### config.mk
export PLATFORM = sky130hd
export DESIGN_NAME = pip_ctrl
export DESIGN_NICKNAME = d
export VERILOG_FILES = /design/src/rtl/pip_ctrl.sv
export SDC_FILE = /design/constraint.sdc
export NUM_CORES = 1
export LEC_CHECK = 0
export BUFFER_PORTS_ARGS = -buffer_cell sky130_fd_sc_hd__buf_2
export CAP_MARGIN = 5
export CELL_PAD_IN_SITES_DETAIL_PLACEMENT = 0
export CELL_PAD_IN_SITES_GLOBAL_PLACEMENT = 1
export CORE_MARGIN = 2
export CORE_UTILIZATION = 43
export DETAILED_ROUTE_END_ITERATION = 12
export GPL_TIMING_DRIVEN = 0
export PLACE_DENSITY_LB_ADDON = 0.1
export SYNTH_ARGS = -nofsm -noshare
export SYNTH_HDL_FRONTEND = slang
export SYNTH_SLANG_ARGS = --single-unit
### constraint.sdc
create_clock -name clk -period 5 [get_ports clk]
set_input_delay 0.5 -clock clk [delete_from_list [all_inputs] [get_ports clk]]
set_output_delay 0.5 -clock clk [all_outputs]
set_load 0.01 [all_outputs]
### src/rtl/pip_ctrl.sv
// Pipeline sequencing controller for the 5-stage RV32I core: register enables,
// bubble selects, PC enable, plus stall/flush performance counters.
module pip_ctrl #(
    parameter int REG_ADDR_W = 5,
    parameter int CNT_W      = 32
) (
    input  logic                  clk,
    input  logic                  rst_n,
    input  logic                  imem_ready,
    input  logic                  dmem_req,
    input  logic                  dmem_ready,
    input  logic                  exe_redirect,
    input  logic                  exe_is_load,
    input  logic [REG_ADDR_W-1:0] exe_rd,
    input  logic [REG_ADDR_W-1:0] dec_rs1,
    input  logic [REG_ADDR_W-1:0] dec_rs2,
    input  logic                  dec_rs1_used,
    input  logic                  dec_rs2_used,
    output logic                  pc_write_en,
    output logic                  fet_dec_write_en,
    output logic                  dec_exe_write_en,
    output logic                  exe_mem_write_en,
    output logic                  mem_wb_write_en,
    output logic                  fet_dec_bubble,
    output logic                  dec_exe_bubble,
    output logic                  mem_wb_bubble,
    output logic [CNT_W-1:0]      stall_cnt,
    output logic [CNT_W-1:0]      flush_cnt
);

    typedef enum logic [1:0] {RUN, MEM_WAIT, DRAIN} state_t;

    state_t           state_q, state_d;
    logic [CNT_W-1:0] stall_cnt_q, stall_cnt_d;
    logic [CNT_W-1:0] flush_cnt_q, flush_cnt_d;

    logic mem_stall, load_use, freeze, redirect_taken;
    logic pc_we, fd_we, de_we, em_we, mw_we, fd_bub, de_bub, mw_bub;

    assign mem_stall = dmem_req & ~dmem_ready;
    assign load_use  = exe_is_load & (exe_rd != '0) &
                       ((dec_rs1_used & (dec_rs1 == exe_rd)) |
                        (dec_rs2_used & (dec_rs2 == exe_rd)));

    // Once waiting on memory, only dmem_ready releases the freeze.
    assign freeze = (state_q == MEM_WAIT) ? ~dmem_ready : mem_stall;

    always_comb begin
        state_d        = state_q;
        pc_we          = 1'b1;
        fd_we          = 1'b1;
        de_we          = 1'b1;
        em_we          = 1'b1;
        mw_we          = 1'b1;
        fd_bub         = 1'b0;
        de_bub         = 1'b0;
        mw_bub         = 1'b0;
        redirect_taken = 1'b0;

        if (freeze) begin
            pc_we  = 1'b0;
            fd_we  = 1'b0;
            de_we  = 1'b0;
            em_we  = 1'b0;
            mw_bub = 1'b1;
            if (state_q == RUN) state_d = MEM_WAIT;
        end else if (state_q == DRAIN) begin
            // Whatever word arrives belongs to the squashed path: drop it.
            pc_we  = 1'b0;
            fd_bub = 1'b1;
            if (imem_ready) state_d = RUN;
        end else begin
            state_d = RUN;
            if (exe_redirect) begin
                redirect_taken = 1'b1;
                fd_bub         = 1'b1;
                de_bub         = 1'b1;
                // A fetch still in flight would return a wrong-path word.
                if (!imem_ready) state_d = DRAIN;
            end else if (load_use) begin
                pc_we  = 1'b0;
                fd_we  = 1'b0;
                de_bub = 1'b1;
            end else if (!imem_ready) begin
                pc_we  = 1'b0;
                fd_bub = 1'b1;
            end
        end
    end

    always_comb begin
        stall_cnt_d = stall_cnt_q + {{(CNT_W-1){1'b0}}, ~pc_we};
        flush_cnt_d = flush_cnt_q + {{(CNT_W-1){1'b0}}, redirect_taken};
    end

    always_ff @(posedge clk or negedge rst_n) begin
        if (!rst_n) begin
            state_q     <= RUN;
            stall_cnt_q <= '0;
            flush_cnt_q <= '0;
        end else begin
            state_q     <= state_d;
            stall_cnt_q <= stall_cnt_d;
            flush_cnt_q <= flush_cnt_d;
        end
    end

    // EXE holds a bubble while draining, so a redirect here means upstream is broken.
    always_ff @(posedge clk) begin
        if (rst_n && state_q == DRAIN) assert (!exe_redirect);
    end

    assign pc_write_en      = rst_n & pc_we;
    assign fet_dec_write_en = rst_n & fd_we;
    assign dec_exe_write_en = rst_n & de_we;
    assign exe_mem_write_en = rst_n & em_we;
    assign mem_wb_write_en  = rst_n & mw_we;
    assign fet_dec_bubble   = rst_n & fd_bub;
    assign dec_exe_bubble   = rst_n & de_bub;
    assign mem_wb_bubble    = rst_n & mw_bub;
    assign stall_cnt        = stall_cnt_q;
    assign flush_cnt        = flush_cnt_q;

endmodule

==> metrics.txt <==
syn_area_per_cell=between 10 and 15 um^2; fmax=0.364 GHz; IO Count=96; YS warnings=0; Lkg Pwr=just over 2 nW; CTS Buf Count=9; Longest Clk Path Bufs=2; ANT cells=0; Power Dens Cells=roughly 330 mW/mm^2; CP Class=reg2reg; Min Clock Period, post-route=~2.7 ns; CP arrival=approximately 3 ns; Seq cells post-synth=66; Slew @ Worst Pin=a little under 0.9 ns; drt first-iter violations=86; switching share of power=between 20 and 30%; commonest non-fill, non-tap cell in the layout=buf_2; Sw Pwr=0.000387 W; crit-path max cell delay=0.43 ns; largest net degree at the start of global routing=73; core area=between 0.007 and 0.008 mm^2; endpoints failing setup=0; cell area after synthesis=0.00321 mm^2; vias in the first global route=approximately 2400; post-synthesis cell count=280; layout net count=just over 400; first-pass GRT wire length=about 11000 um; clk root buf=clkbuf_8; element type at the critical path start=flop; # Max-Cap Violations=0; status=finished clean; dpl hpwl=4440 um; die footprint=between 0.008 and 0.009 mm^2; IO buf count=94; register share of total power=roughly half; clk_skew=~0.014 ns; total congestion overflow=0; Synthesized Nets=308; initial antenna violation count=0; height of the die=about 90 um; WL final=6450 um; combinational power share=between 10% and 20%; htree depth=3; final core occ=55.2%; Cell variety after synth=37; WL/cell=13.2 um; Die Width=90.3 um; Post-Place Cell Area=roughly 0.0038 mm^2; # hold bufs at CTS=0; first-pass iteration count of the detailed router=4; Critical Path RT=about 5.2 ns; setup TNS=0 ns; HP Class=in2async; CTS clock-pin slew for the worst setup and hold paths=around 0.070 ns; CP max stage cell=dfrtp_1; clock network fraction of total power=approximately a third; maximum vdd drop=around 0.3 mV; register area share after synthesis=between 50% and 60%; largest area contributor in the netlist=dfrtp_1; CTS Sinks=66; Post CTS Setup Buffer Count=0; Final Cycle Share=between 50 and 60%; DRT antenna net count=0; CTS tree=done; GR Util All Layers=16.6%; Layout fillers=between 600 and 700; worst path cell trace=nor2b_1 > o21bai_1 > and3_1 > ha_1 > ha_1 > nand4_1 > nor3_4 > nand4_1 > xnor2_1; drc violations=0; internal power=0.000954 W; Final Max Tran Viols=0; Yosys top cell area share=between 50% and 60%; RePlAce Congestion=between 0.7 and 0.8; Slew HR=between 40% and 50%; clk_lat worst skew=0.34 ns; Area growth syn-to-layout=25.0%; # rows=31; cts repair resizes=0; share of cells above drive strength 1=30.8%; Synth area leaders=dfrtp_1, xnor2_1, nand3_1; vias=about 2500; DR vias/cell=between 5 and 6; RSZ-0062 raised after global routing=no; most frequent cells in the layout=buf_2, dfrtp_1, xnor2_1, nand3_1, nand4_1; Fin. Hold Viols=0; worst reg2reg path depth=9; CP Capture Type=flop; CP Max Fanout=10; starting density of the core=between 40 and 50%; post-route cell area=0.00401 mm^2
cell usage after synthesis, drive strengths merged:
cell / n
o21ai: 1
nand4: 22
o21bai: 3
nor3b: 1
nand2: 17
a21boi: 1
o211ai: 1
o2111ai: 1
xor2: 12
nor4bb: 1
or4: 1
nand3: 28
and4: 11
nand3b: 1
a21oi: 3
a21o: 1
o22ai: 2
inv: 2
a22oi: 1
ha: 4
clkbuf: 2
nor2b: 1
a22o: 1
and2: 7
nand2b: 2
xnor2: 58
nor3: 1
nor4: 3
dfrtp: 66
nor2: 8
and3: 12
buf: 5
registers in the layout, indices dropped and copies added (netlist names):
register   flops
flush_cnt     32
stall_cnt     32
state_q        2
stage by stage:
step | hold WS [ns] | power, W | worst slack, ns | cells
after floorplan | 0.204 | 0.000785 | 2.47 | 280
after global placement | 0.455 | 0.000890 | 1.92 | 473
after detailed placement | 0.461 | 0.000893 | 1.93 | 473
after CTS | 0.318 | 0.00136 | 2.22 | 488
after global routing | 0.342 | 0.00141 | 1.99 | 488
final | 0.268 | 0.00134 | 2.25 | 488
layout make-up:
cell class,count,area (um^2),share of cell area [%]
Sequential cell,66,1650,41.2
Multi-Input combinational cell,205,1510,37.6
Timing Repair Buffer,94,473,11.8
Clock buffer,13,169,4.22
Tap cell,99,124,3.09
Buffer,7,40.0,0.999
Clock inverter,2,35.0,0.874
Inverter,2,7.51,0.187
power by group through the flow:
stage               combinational (W)  sequential [W]  clock, W
floorplan                   0.0000990        0.000686         0
global placement             0.000214        0.000676         0
detailed placement           0.000217        0.000676         0
CTS                          0.000218        0.000668  0.000477
global route                 0.000236        0.000678  0.000493
finish                       0.000213        0.000667  0.000461
final timing paths:
kind | from | slack, ns | end
setup / recovery | state_q[0] | 2.25 | flush_cnt[14]
hold / removal | rst_n | 0.27 | flush_cnt[29]
setup reg to reg | state_q[0] | 2.25 | flush_cnt[14]
hold reg to reg | flush_cnt[31] | 0.46 | flush_cnt[31]
max in group asynchronous | rst_n | 4.13 | flush_cnt[3]
min in group clk | dmem_ready | 0.35 | state_q[0]
cells by family after synthesis:
logic type	share of synthesized area, %
flops	51.5
simple gates	23.1
compound gates	3.20
xor+xnor	19.1
buf+inv	1.48
fa+ha+maj	1.56
worst max-delay path: cells and delay by family, from the launching register on:
family / cells / cell delay [ns]
DFF: 1 / 0.43
adders and majority gates: 2 / 0.46
xor gates and xnor gates: 1 / 0.15
AOI/OAI and AO/OA: 1 / 0.41
and+or+nand+nor: 5 / 1.18
metal layers:
layer  up-vias  part of all wire, %  GRT usage (%)
met4         0                  1.3           8.08
li1       1202                    -              -
met1      1166                   48           21.5
met3         8                  6.9           5.09
met5         -                    0              0
met2        74                   44           25.4
No activity file was read; power rests on OpenSTA's default activity.
